--- src/rtl/mem_access_sequencer.sv ---
// Sequences fetch and load/store accesses onto one shared single-port SRAM.
// Define MISALIGN_TRAP_EN to trap misaligned half/word data accesses with dm_err.
module mem_access_sequencer #(
    parameter int unsigned DATA_SIZE  = 32,
    parameter int unsigned ADDR_WIDTH = 14,
    parameter int unsigned READ_LAT   = 1
) (
    input  logic                  clk,
    input  logic                  rst,
    input  logic                  if_req,
    input  logic [DATA_SIZE-1:0]  if_addr,
    output logic                  if_done,
    output logic [DATA_SIZE-1:0]  if_rdata,
    input  logic                  dm_req,
    input  logic                  dm_we,
    input  logic [1:0]            dm_size,
    input  logic                  dm_unsigned,
    input  logic [DATA_SIZE-1:0]  dm_addr,
    input  logic [DATA_SIZE-1:0]  dm_wdata,
    output logic                  dm_done,
    output logic [DATA_SIZE-1:0]  dm_rdata,
    output logic                  dm_err,
    output logic                  mem_cs,
    output logic                  mem_oe,
    output logic [3:0]            mem_web,
    output logic [2:0]            mem_type,
    output logic [ADDR_WIDTH-1:0] mem_addr,
    output logic [DATA_SIZE-1:0]  mem_din,
    input  logic [DATA_SIZE-1:0]  mem_dout
);

    localparam int unsigned CNT_W = 2;

    localparam logic [1:0] SZ_BYTE = 2'b00;
    localparam logic [1:0] SZ_HALF = 2'b01;
    localparam logic [1:0] SZ_WORD = 2'b10;
    localparam logic [1:0] SZ_RSVD = 2'b11;

    typedef enum logic [1:0] {
        IDLE  = 2'd0,
        ISSUE = 2'd1,
        WAIT  = 2'd2,
        RESP  = 2'd3
    } state_t;

    state_t           state;
    logic             last_dm;
    logic             sel_dm;
    logic             lat_we;
    logic [1:0]       lat_size;
    logic             lat_uns;
    logic [1:0]       lat_lo;
    logic [CNT_W-1:0] cnt;

    logic                 grant_dm_c;
    logic                 misalign_c;
    logic [3:0]           st_web_c;
    logic [DATA_SIZE-1:0] st_din_c;
    logic [2:0]           dm_type_c;
    logic [7:0]           ld_byte_c;
    logic [15:0]          ld_half_c;
    logic [DATA_SIZE-1:0] ld_data_c;

    // Round-robin: data wins a tie unless it won the previous grant.
    assign grant_dm_c = dm_req && (!if_req || !last_dm);

`ifdef MISALIGN_TRAP_EN
    assign misalign_c = ((dm_size == SZ_HALF) && dm_addr[0]) ||
                        ((dm_size == SZ_WORD) && (dm_addr[1:0] != 2'b00));
`else
    assign misalign_c = 1'b0;
`endif

    // Store lane placement and access type for the pending data request.
    always_comb begin
        st_web_c  = 4'b1111;
        st_din_c  = '0;
        dm_type_c = 3'b010;
        case (dm_size)
            SZ_BYTE: begin
                st_web_c  = ~(4'b0001 << dm_addr[1:0]);
                st_din_c  = DATA_SIZE'(dm_wdata[7:0]) << {dm_addr[1:0], 3'b000};
                dm_type_c = {dm_addr[1], SZ_BYTE};
            end
            SZ_HALF: begin
                if (dm_addr[1]) begin
                    st_web_c = 4'b0011;
                    st_din_c = DATA_SIZE'({dm_wdata[15:0], 16'h0000});
                end else begin
                    st_web_c = 4'b1100;
                    st_din_c = DATA_SIZE'(dm_wdata[15:0]);
                end
                dm_type_c = {dm_addr[1], SZ_HALF};
            end
            SZ_WORD: begin
                st_web_c  = 4'b0000;
                st_din_c  = dm_wdata;
                dm_type_c = {1'b0, SZ_WORD};
            end
            default: begin
                st_web_c  = 4'b1111;
                st_din_c  = '0;
                dm_type_c = 3'b010;
            end
        endcase
    end

    // Load lane extraction and sign/zero extension from the SRAM word.
    always_comb begin
        ld_byte_c = 8'(mem_dout >> {lat_lo, 3'b000});
        ld_half_c = lat_lo[1] ? mem_dout[31:16] : mem_dout[15:0];
        ld_data_c = mem_dout;
        case (lat_size)
            SZ_BYTE: begin
                if (lat_uns) ld_data_c = DATA_SIZE'(ld_byte_c);
                else         ld_data_c = DATA_SIZE'({{24{ld_byte_c[7]}}, ld_byte_c});
            end
            SZ_HALF: begin
                if (lat_uns) ld_data_c = DATA_SIZE'(ld_half_c);
                else         ld_data_c = DATA_SIZE'({{16{ld_half_c[15]}}, ld_half_c});
            end
            default: ld_data_c = mem_dout;
        endcase
    end

    always_ff @(posedge clk or negedge rst) begin
        if (!rst) begin
            state    <= IDLE;
            last_dm  <= 1'b0;
            sel_dm   <= 1'b0;
            lat_we   <= 1'b0;
            lat_size <= SZ_WORD;
            lat_uns  <= 1'b0;
            lat_lo   <= 2'b00;
            cnt      <= '0;
            if_done  <= 1'b0;
            if_rdata <= '0;
            dm_done  <= 1'b0;
            dm_rdata <= '0;
            dm_err   <= 1'b0;
            mem_cs   <= 1'b0;
            mem_oe   <= 1'b0;
            mem_web  <= 4'b1111;
            mem_type <= 3'b010;
            mem_addr <= '0;
            mem_din  <= '0;
        end else begin
            if_done <= 1'b0;
            dm_done <= 1'b0;
            mem_cs  <= 1'b0;
            mem_oe  <= 1'b0;
            mem_web <= 4'b1111;
            case (state)
                IDLE: begin
                    if (grant_dm_c) begin
                        sel_dm   <= 1'b1;
                        lat_we   <= dm_we;
                        lat_size <= dm_size;
                        lat_uns  <= dm_unsigned;
                        lat_lo   <= dm_addr[1:0];
                        if ((dm_size == SZ_RSVD) || misalign_c) begin
                            // No SRAM access: answer directly.
                            dm_rdata <= '0;
                            dm_err   <= misalign_c;
                            dm_done  <= 1'b1;
                            state    <= RESP;
                        end else begin
                            mem_cs   <= 1'b1;
                            mem_addr <= dm_addr[ADDR_WIDTH+1:2];
                            mem_type <= dm_type_c;
                            if (dm_we) begin
                                mem_web <= st_web_c;
                                mem_din <= st_din_c;
                            end else begin
                                mem_oe <= 1'b1;
                            end
                            state <= ISSUE;
                        end
                    end else if (if_req) begin
                        sel_dm   <= 1'b0;
                        lat_we   <= 1'b0;
                        mem_cs   <= 1'b1;
                        mem_oe   <= 1'b1;
                        mem_addr <= if_addr[ADDR_WIDTH+1:2];
                        mem_type <= 3'b010;
                        state    <= ISSUE;
                    end
                end
                ISSUE: begin
                    if (sel_dm && lat_we) begin
                        dm_err  <= 1'b0;
                        dm_done <= 1'b1;
                        state   <= RESP;
                    end else begin
                        cnt   <= CNT_W'(READ_LAT - 1);
                        state <= WAIT;
                    end
                end
                WAIT: begin
                    if (cnt == '0) begin
                        if (sel_dm) begin
                            dm_rdata <= ld_data_c;
                            dm_err   <= 1'b0;
                            dm_done  <= 1'b1;
                        end else begin
                            if_rdata <= mem_dout;
                            if_done  <= 1'b1;
                        end
                        state <= RESP;
                    end else begin
                        cnt <= cnt - CNT_W'(1);
                    end
                end
                RESP: begin
                    last_dm <= sel_dm;
                    state   <= IDLE;
                end
                default: state <= IDLE;
            endcase
        end
    end

    // Address bits outside the SRAM word range are intentionally ignored.
    logic unused_addr_bits;
    assign unused_addr_bits = ^{if_addr[1:0], if_addr[DATA_SIZE-1:ADDR_WIDTH+2],
                                dm_addr[DATA_SIZE-1:ADDR_WIDTH+2]};

endmodule

--- config.mk ---
export PLATFORM = sky130hd
export DESIGN_NAME = mem_access_sequencer
export DESIGN_NICKNAME = d
export VERILOG_FILES = /design/src/rtl/mem_access_sequencer.sv
export SDC_FILE = /design/constraint.sdc
export NUM_CORES = 1
export LEC_CHECK = 0
export BUFFER_PORTS_ARGS = -buffer_cell sky130_fd_sc_hd__buf_2
export CAP_MARGIN = 40
export CORE_ASPECT_RATIO = 2
export CORE_MARGIN = 2
export CORE_UTILIZATION = 44
export DETAILED_ROUTE_END_ITERATION = 6
export PLACE_DENSITY = 0.75
export RECOVER_POWER = 50
export SYNTH_ARGS = -nofsm -noshare
export SYNTH_HDL_FRONTEND = slang
export SYNTH_SLANG_ARGS = --single-unit
export TNS_END_PERCENT = 5
--- constraint.sdc ---
create_clock -name clk -period 1.8 [get_ports clk]
set_input_delay 0.09 -clock clk [delete_from_list [all_inputs] [get_ports clk]]
set_output_delay 0.09 -clock clk [all_outputs]
set_load 0.1 [all_outputs]
==> results of run 1 <==
-- Yosys cell counts (all sizes together), types with 8 or more instances --
master	n	share of area
mux2	58	0.10
a221oi	9	0.013
inv	13	0.0077
a22o	15	0.021
nor2	11	0.0070
nor2b	10	0.010
buf	29	0.029
and3	10	0.0099
mux2i	20	0.032
a32oi	8	0.011
a22oi	24	0.029
dfrtp	127	0.50
clkbuf	11	0.0068
o2bb2ai	19	0.026
o21ai	47	0.037
nand2	57	0.034
-- worst reg2reg max path, stage by stage, from the launching register on --
cell and delay (ns):
dfrtp_1 0.37, inv_1 0.07, ha_1 0.20, inv_1 0.24, a31o_1 0.18, o21ai_2 0.09
buf_12 0.18, a22o_1 0.25
-- stage by stage --
stage                     cell area [um^2]  setup WS [ns]
final                                 8930          0.101
after global routing                  8930        -0.0231
after CTS                             8920         0.0480
after detailed placement              7740         -0.106
after global placement                7730         0.0491
after floorplan                       6300        0.00147
-- how the worst max path moves through the flow --
stage                   endpoint  slack (ns)      start  cells past startpoint
CTS                     state[1]        0.05   state[1]                      6
global route         dm_rdata[8]       -0.02   state[1]                      6
finish              dm_rdata[14]        0.10   state[1]                      7
floorplan           mem_addr[10]       0.001   state[0]                      7
detailed placement  dm_rdata[29]       -0.11  lat_lo[1]                      4
global placement    dm_rdata[28]        0.05  lat_lo[1]                      4
-- per-layer routing --
metal  share of wire  GRT usage  vias to the layer above
met5               0          0                        -
met4           0.048      0.134                        0
met3           0.055     0.0582                       66
met2            0.57      0.492                      281
met1            0.33      0.264                     2777
li1                -          -                     2598
-- final cells by class --
cell class	count	area, um^2	share of cell area
timing repair buffer	309	1990	0.222
multi-input combinational	358	2710	0.304
inverter	15	56.3	0.00631
sequential	133	3340	0.374
tap	189	236	0.0265
clock buffer	20	447	0.0500
clock inverter	12	156	0.0175
-- sequential cells by signal (all words and copies together), names as in the netlist, 2 cells and up --
register / flops
mem_web: 4
cnt: 2
dm_rdata: 32
lat_lo: 2
mem_type: 3
state: 2
if_rdata: 32
mem_din: 32
mem_addr: 14
lat_size: 2
-- cells by family (layout without fill, tap and decap cells) --
group                      count (synthesis)  in the layout  synth area share
AOI/OAI and AO/OA                        166            166             0.194
DFF                                      133            133             0.530
and+or+nand+nor                          107            107            0.0827
muxes                                     78             78             0.136
buffers and inverters                     55            356            0.0449
adders and majority gates                  6              6            0.0119
other                                      1              1          0.000595
-- repair_timing --
item	4_1_cts	5_1_grt
endpoints found under the setup margin	16	11
pin swaps	0	0
resized for setup	1	5
buffers inserted	0	0
hold buffers	57	0
hold endpoints to repair	106	0
==> impl_metrics.csv, run 1 <==
group,metric,value,unit
clock_tree,clock_tree.root_cell,"clkbuf_16",
worst_setup_path,worst_setup_start_kind,"register",
routing,route.antenna.remaining_nets,0,
worst_hold_path,hold_start,"dm_wdata[13]",
layout,most-common-layout-cells,"buf_2 (165), dfrtp_1 (126), nand2_1 (57), dlygate4sd3_1 (57), clkbuf_2 (57)",
worst_setup_path,kind_of_cell_with_the_highest_combined_delay_on_the_critical_path,"compound AO/OA/AOI/OAI gates",
run,timing.max_cap.violations,0,
timing,hold_viol,1,
routing,vias,5722,
run_status,violations,"hold timing",
floorplan,start_util,0.451,
grt,antenna_violations_before_repair,0,
synth,mean_cell_area_of_the_mapped_netlist,11.5,um^2
placement,place.gp.congestion,0.889,
timing,slew_viol_final,0,
synth,synth-seq-cells,133,
synth,synth_cell_type_count,56,
clock_tree,worst_skew_pair.late_latency,0.41,ns
clock_tree,tritoncts,"yes",
worst_setup_path,worst-path-max-fanout,31,
timing,max_slew_margin,0.126,
worst_setup_path,r2r_end,"dm_rdata[14]",
timing,report.final.setup_viol,0,
worst_setup_path,reg2reg_setup_slack,0.10,ns
layout,area_grow_syn2layout,41.8,%
layout,finalNetCount,976,
run_status,run_status,"complete, but fails checks",
placement,hpwlAfterDp,14300,um
timing,final_period_minus_worst_setup_slack,1.70,ns
clock_tree,cts_buf_count,17,
worst_setup_path,timing.critical_path.arrival,2.00,ns
worst_hold_path,hold_depth,3,
timing,clock-skew-final,0.00674,ns
grt,grt_start_max_net_pins,51,
worst_setup_path,worst_path_most_repeated_cell,"inv_1",
floorplan,boundaryPins,258,
floorplan,die-width,88.6,um
synth,synth-edff-count,0,
grt,grt_pass1_wl,31400,um
synth,yosys_warnings,0,
timing,rsz0062_at_grt,"yes",
synth,netlist_instances,546,
layout,layout.cells.most_common,"buf_2",
worst_setup_path,critical-path-slowest-cell,"dfrtp_1",
grt,groute.usage.overall,0.265,
worst_setup_path,path_class,"reg -> reg",
floorplan,core_region_area,14000,um^2
worst_setup_path,worst_path_largest_cell_delay,0.37,ns
routing,drt-total-wl,20000,um
routing,wire_per_inst,19.3,um
floorplan,fp-row-count,61,
routing,detail_route.first_pass.iterations,4,
synth,synthFlopType,"dfrtp_1",
worst_setup_path,timing.critical_path.to_type,"register",
worst_setup_path,worstRegToRegCells,7,
layout,fin_cells,1036,
timing,finalCritPeriodShare,0.944,
layout,number_of_filler_instances_in_the_final_layout,1091,
clock_tree,clkSinkCount,133,
layout,layout-drive-gt1-share,0.424,
floorplan,dieArea,15300,um^2
synth,synth-seq-area-share,0.530,
clock_tree,max_clock_buf_depth,2,
synth,synth_nets,688,
layout,ant_diodes,0,
floorplan,chipHeight,173,um
placement,portBuffers,222,
routing,drt_drc_violations_left,0,
layout,finish.utilization,0.639,
synth,postSynth.asyncResetShare,1.00,
worst_hold_path,min_to,"mem_din[13]",
grt,first_global_vias,6113,
routing,initialDrtViolationCount,224,
clock_tree,cts_max_level,4,
timing,timing.fmax,588,MHz
routing,vias_per_cell,5.52,
worst_hold_path,hold_class,"in -> reg",
worst_setup_path,path_cells,"inv_1 -> ha_1 -> inv_1 -> a31o_1 -> o21ai_2 -> buf_12 -> a22o_1",
worst_setup_path,worst-endpoint-required,2.10,ns
synth,synth.cell_area,6300,um^2
worst_setup_path,reg2reg_from,"state[1]",
clock_tree,clk_pin_slew,0.06,ns
timing,totalNegativeSetupSlack,0,ns
timing,worst_hold_slack,-0.0102,ns
worst_setup_path,number_of_buffers_and_inverters_on_the_critical_path,3,
placement,placedCellCount,947,
grt,overflow,0,
timing,transition_at_the_pin_with_the_smallest_max_transition_slack,1.31,ns
Power of run 1 is not shown: default switching activity piles up to over one toggle a cycle in this logic, so the estimate is an artifact.
==> run 2, diff against run 1 <==
- HOLD_SLACK_MARGIN: default -> 0.08
==> run 2 against run 1 <==
The flow now finishes without violations. Flip-flop and latch count unchanged. Maximum frequency up 1.0%. Design area up 5.2%. Die area unchanged. Largest cell class unchanged. Setup slack better by 0.017 ns. Via count up 3.8%. Non-clock buffer count up 45. Count of clock-buffer cells in the layout unchanged. Sequential share of layout area down 1.8 points.
==> impl_metrics.csv, run 2 (synthesis results as in run 1) <==
group,metric,value,unit
worst_hold_path,hold_class,"in -> reg",
layout,layout.cells.most_common,"buf_2",
run_status,run_status,"finished clean",
timing,worst_hold_slack,0.114,ns
placement,place.gp.congestion,0.889,
layout,ant_diodes,0,
grt,antenna_violations_before_repair,0,
layout,area_grow_syn2layout,49.1,%
worst_setup_path,reg2reg_from,"lat_lo[1]",
timing,timing.fmax,594,MHz
worst_setup_path,path_cells,"or2_2 -> o221a_2 -> nor3_4 -> a22o_1",
routing,detail_route.first_pass.iterations,6,
grt,groute.usage.overall,0.277,
routing,drt_drc_violations_left,0,
timing,final_period_minus_worst_setup_slack,1.68,ns
run,timing.max_cap.violations,0,
worst_setup_path,worst-endpoint-required,2.15,ns
worst_setup_path,path_class,"reg -> reg",
worst_setup_path,timing.critical_path.arrival,2.03,ns
worst_setup_path,number_of_buffers_and_inverters_on_the_critical_path,0,
clock_tree,max_clock_buf_depth,2,
grt,grt_pass1_wl,32700,um
clock_tree,cts_buf_count,17,
floorplan,start_util,0.451,
worst_setup_path,critical-path-slowest-cell,"dfrtp_2",
layout,most-common-layout-cells,"buf_2 (163), dfrtp_1 (126), dlygate4sd3_1 (102)",
timing,report.final.setup_viol,0,
clock_tree,worst_skew_pair.late_latency,0.41,ns
timing,clock-skew-final,0.00844,ns
worst_setup_path,worst_setup_start_kind,"register",
routing,drt-total-wl,21000,um
worst_setup_path,worst-path-max-fanout,9,
timing,slew_viol_final,0,
floorplan,core_region_area,14000,um^2
grt,grt_start_max_net_pins,51,
timing,totalNegativeSetupSlack,0,ns
clock_tree,clock_tree.root_cell,"clkbuf_16",
clock_tree,clk_pin_slew,0.06,ns
grt,first_global_vias,6274,
routing,vias_per_cell,5.50,
floorplan,boundaryPins,258,
worst_setup_path,timing.critical_path.to_type,"register",
worst_setup_path,worst_path_largest_cell_delay,0.48,ns
routing,vias,5942,
placement,placedCellCount,947,
layout,fin_cells,1081,
layout,finalNetCount,1021,
worst_setup_path,kind_of_cell_with_the_highest_combined_delay_on_the_critical_path,"simple AND/OR/NAND/NOR gates",
placement,hpwlAfterDp,14300,um
grt,overflow,0,
floorplan,fp-row-count,61,
timing,transition_at_the_pin_with_the_smallest_max_transition_slack,1.36,ns
floorplan,dieArea,15300,um^2
timing,hold_viol,0,
clock_tree,tritoncts,"yes",
placement,portBuffers,222,
timing,max_slew_margin,0.0902,
routing,initialDrtViolationCount,246,
layout,largest_registers,"dm_rdata: 32 flops, if_rdata: 32 flops, mem_din: 32 flops",
worst_setup_path,crit_path_start,"lat_lo[1]",
floorplan,chipHeight,173,um
floorplan,die-width,88.6,um
routing,wire_per_inst,19.4,um
layout,layout-drive-gt1-share,0.405,
routing,route.antenna.remaining_nets,0,
timing,finalCritPeriodShare,0.935,
worst_hold_path,hold_start,"dm_req",
clock_tree,clkSinkCount,133,
clock_tree,cts_max_level,4,
timing,rsz0062_at_grt,"no",
run 2: cell count changes in the layout (fill, tap and decap cells not counted), sizes merged:
| cell | previous run | this run |
|---|---|---|
| buf | 195 | 192 |
| dlygate4sd3 | 57 | 102 |
| clkinv | 6 | 5 |
| clkbuf | 77 | 80 |
| clkinvlp | 4 | 5 |
run 2: layout make-up:
class	count	area, um^2
repair buffers	354	2440
clock buffers	20	447
fillers	1020	4580
clock inverters	12	156
multi-input cells	358	2710
inverters	15	60.1
flip-flops and latches	133	3340
well taps	189	236
run 2: timing repair:
item,CTS,global route
hold buffers,102,0
gates resized for setup,1,8
endpoints found under the setup margin,16,20
buffers inserted,0,0
endpoints found under the hold margin,228,0
run 2: path summary, 6_finish.rpt:
path                                      to  depth (start not counted)  slack [ns]
worst max-delay path            dm_rdata[14]                          4        0.12
worst min-delay path                  lat_we                          3        0.11
worst max register to register  dm_rdata[14]                          4        0.12
worst min register to register   if_rdata[5]                          2        0.48
max in group asynchronous         mem_web[0]                          3        0.34
min in group asynchronous        dm_rdata[6]                          2        0.53
run 2: metal layers:
layer | routed length [um] | share of wire | up-vias | global-route usage
li1 | - | - | 2693 | -
met1 | 7140 | 0.34 | 2901 | 0.276
met4 | 928 | 0.044 | 0 | 0.132
met5 | 0 | 0 | - | 0
met3 | 1080 | 0.051 | 61 | 0.0578
met2 | 11900 | 0.56 | 287 | 0.518
run 2: worst register-to-register path, stage by stage, from the launching register on:
cell and delay, ns:
dfrtp_2 0.48, or2_2 0.29, o221a_2 0.32, nor3_4 0.33, a22o_1 0.20
run 2: per-stage QoR:
step | setup WS, ns | util | cell area, um^2
final | 0.117 | 0.672 | 9390
after floorplan | 0.00147 | - | 6300
after global routing | 0.00423 | 0.672 | 9390
after global placement | 0.0491 | 0.554 | 7730
after CTS | 0.0480 | 0.671 | 9370
after detailed placement | -0.106 | 0.554 | 7740
Power of run 2 is left out for the same reason.
==> run 3, diff against run 2 <==
- CORE_UTILIZATION: 44 -> 49
- PLACE_DENSITY: 0.75 -> 0.79
- clock period: 1.8 -> 1.7 ns (I/O delays scaled with it)
==> run 3 against run 2 <==
Flip-flop and latch count did not move. Design area is 0.68% higher. Global-route usage up 3.7 points. Core utilization is 8.1 points higher. Worst hold slack worse by 0.0043 ns. Count of clock-buffer cells in the layout down 1. Maximum frequency increased by 0.87%. Register-to-register slack got worse by 0.09 ns. Final cell count down 3.2%. Die area decreased by 9.9%. First-iteration DRC count increased by 23%. Largest cell class unchanged.
==> impl_metrics.csv, run 3 (synthesis results as in run 1) <==
group,metric,value,unit
run_status,run_status,"finished clean",
grt,groute.usage.overall,0.314,
timing,transition_at_the_pin_with_the_smallest_max_transition_slack,1.06,ns
layout,most-common-layout-cells,"buf_2 (221), dfrtp_1 (126), dlygate4sd3_1 (102)",
placement,placed_cell_area,7700,um^2
routing,wire_per_inst,20.6,um
floorplan,boundaryPins,258,
routing,drt-total-wl,21500,um
floorplan,core_region_area,12600,um^2
placement,place.gp.congestion,0.869,
floorplan,chipHeight,164,um
grt,grt_start_max_net_pins,51,
clock_tree,cts_buf_count,17,
clock_tree,clkSinkCount,133,
placement,portBuffers,222,
layout,finalNetCount,1026,
routing,vias,6083,
layout,finalInstanceArea,9450,um^2
timing,clock-skew-final,0.00993,ns
grt,grtUsageMet2,0.584,
timing,hold_viol,0,
worst_setup_path,timing.critical_path.to_type,"register",
grt,overflow,0,
grt,first_global_vias,6386,
floorplan,fp-row-count,58,
worst_setup_path,worst-path-max-fanout,7,
layout,largest_registers,"dm_rdata: 32 flops, if_rdata: 32 flops, mem_din: 32 flops",
floorplan,start_util,0.502,
worst_setup_path,worst_setup_start_kind,"register",
floorplan,dieArea,13800,um^2
worst_setup_path,worst-endpoint-required,2.05,ns
worst_setup_path,path_class,"reg -> reg",
layout,ant_diodes,0,
timing,rsz0062_at_grt,"yes",
worst_hold_path,hold_class,"in -> reg",
clock_tree,cts_max_level,4,
routing,initialDrtViolationCount,303,
timing,totalNegativeSetupSlack,0,ns
grt,grt_pass1_wl,33500,um
routing,route.antenna.remaining_nets,0,
placement,hpwlAfterDp,14300,um
grt,busiest_metal_layer_after_global_routing,"met2",
timing,timing.fmax,599,MHz
routing,detail_route.first_pass.iterations,5,
layout,layout.cells.most_common,"buf_2",
timing,finalCritPeriodShare,0.981,
floorplan,die-width,84.2,um
timing,max_slew_margin,0.290,
routing,drt_drc_violations_left,0,
clock_tree,clk_pin_slew,0.06,ns
timing,report.final.setup_viol,0,
routing,vias_per_cell,5.82,
run,timing.max_cap.violations,0,
layout,layout-drive-gt1-share,0.411,
timing,final_period_minus_worst_setup_slack,1.67,ns
clock_tree,tritoncts,"yes",
worst_setup_path,timing.critical_path.arrival,2.02,ns
timing,slew_viol_final,0,
clock_tree,clock_tree.root_cell,"clkbuf_16",
grt,antenna_violations_before_repair,0,
layout,area_grow_syn2layout,50.1,%
grt,groute.layer.met1.usage,0.325,
grt,met3_resource_use_gr,0.0648,
clock_tree,worst_skew_pair.late_latency,0.42,ns
clock_tree,max_clock_buf_depth,2,
## run 3: worst paths after layout
path,from,endpoint,slack [ns],cells after the start
setup / recovery,lat_lo[1],dm_rdata[14],0.03,5
hold / removal,dm_size[0],mem_type[0],0.11,2
setup reg to reg,lat_lo[1],dm_rdata[14],0.03,5
hold reg to reg,if_rdata[1],if_rdata[1],0.48,2
max in group asynchronous,rst,lat_size[1],0.26,3
min in group asynchronous,rst,cnt[1],0.39,2
## run 3: metal layers
layer / up-vias / wire [um]
li1: 2704 / -
met1: 2987 / 7130
met2: 308 / 12000
met3: 84 / 1270
met4: 0 / 1130
met5: - / 0
## run 3: timing repair
item,in CTS,in global routing
hold buffers,102,0
pin swaps,0,2
endpoints found under the setup margin,20,46
resized for setup,3,9
buffers inserted,0,1
hold endpoints to repair,231,0
## run 3: metrics by stage
| step | utilization | hold slack (ns) | instances | setup slack (ns) |
|---|---|---|---|---|
| final | 0.753 | 0.110 | 1046 | 0.0317 |
| after global placement | 0.613 | 0.0204 | 911 | -0.00358 |
| after global routing | 0.753 | 0.106 | 1046 | -0.0320 |
| after detailed placement | 0.614 | 0.0245 | 912 | -0.119 |
| after floorplan | - | -0.211 | 546 | 0.00112 |
| after CTS | 0.750 | 0.0832 | 1045 | 0.0171 |
## run 3: area by class of cell
cell class                 instances  area [um^2]
clock buffer                      19          443
clock inverter                    12          226
fill                             796         3100
inverter                          15         62.6
multi-input combinational        358         2740
sequential                       133         3340
tap                              150          188
timing repair buffer             359         2460
## run 3: critical path, stage by stage (launching register included)
cell	delay [ns]
dfrtp_2	0.46
or2_2	0.31
o221a_2	0.34
nor3_4	0.23
buf_12	0.15
a22o_1	0.13
Power of run 3 is left out for the same reason.
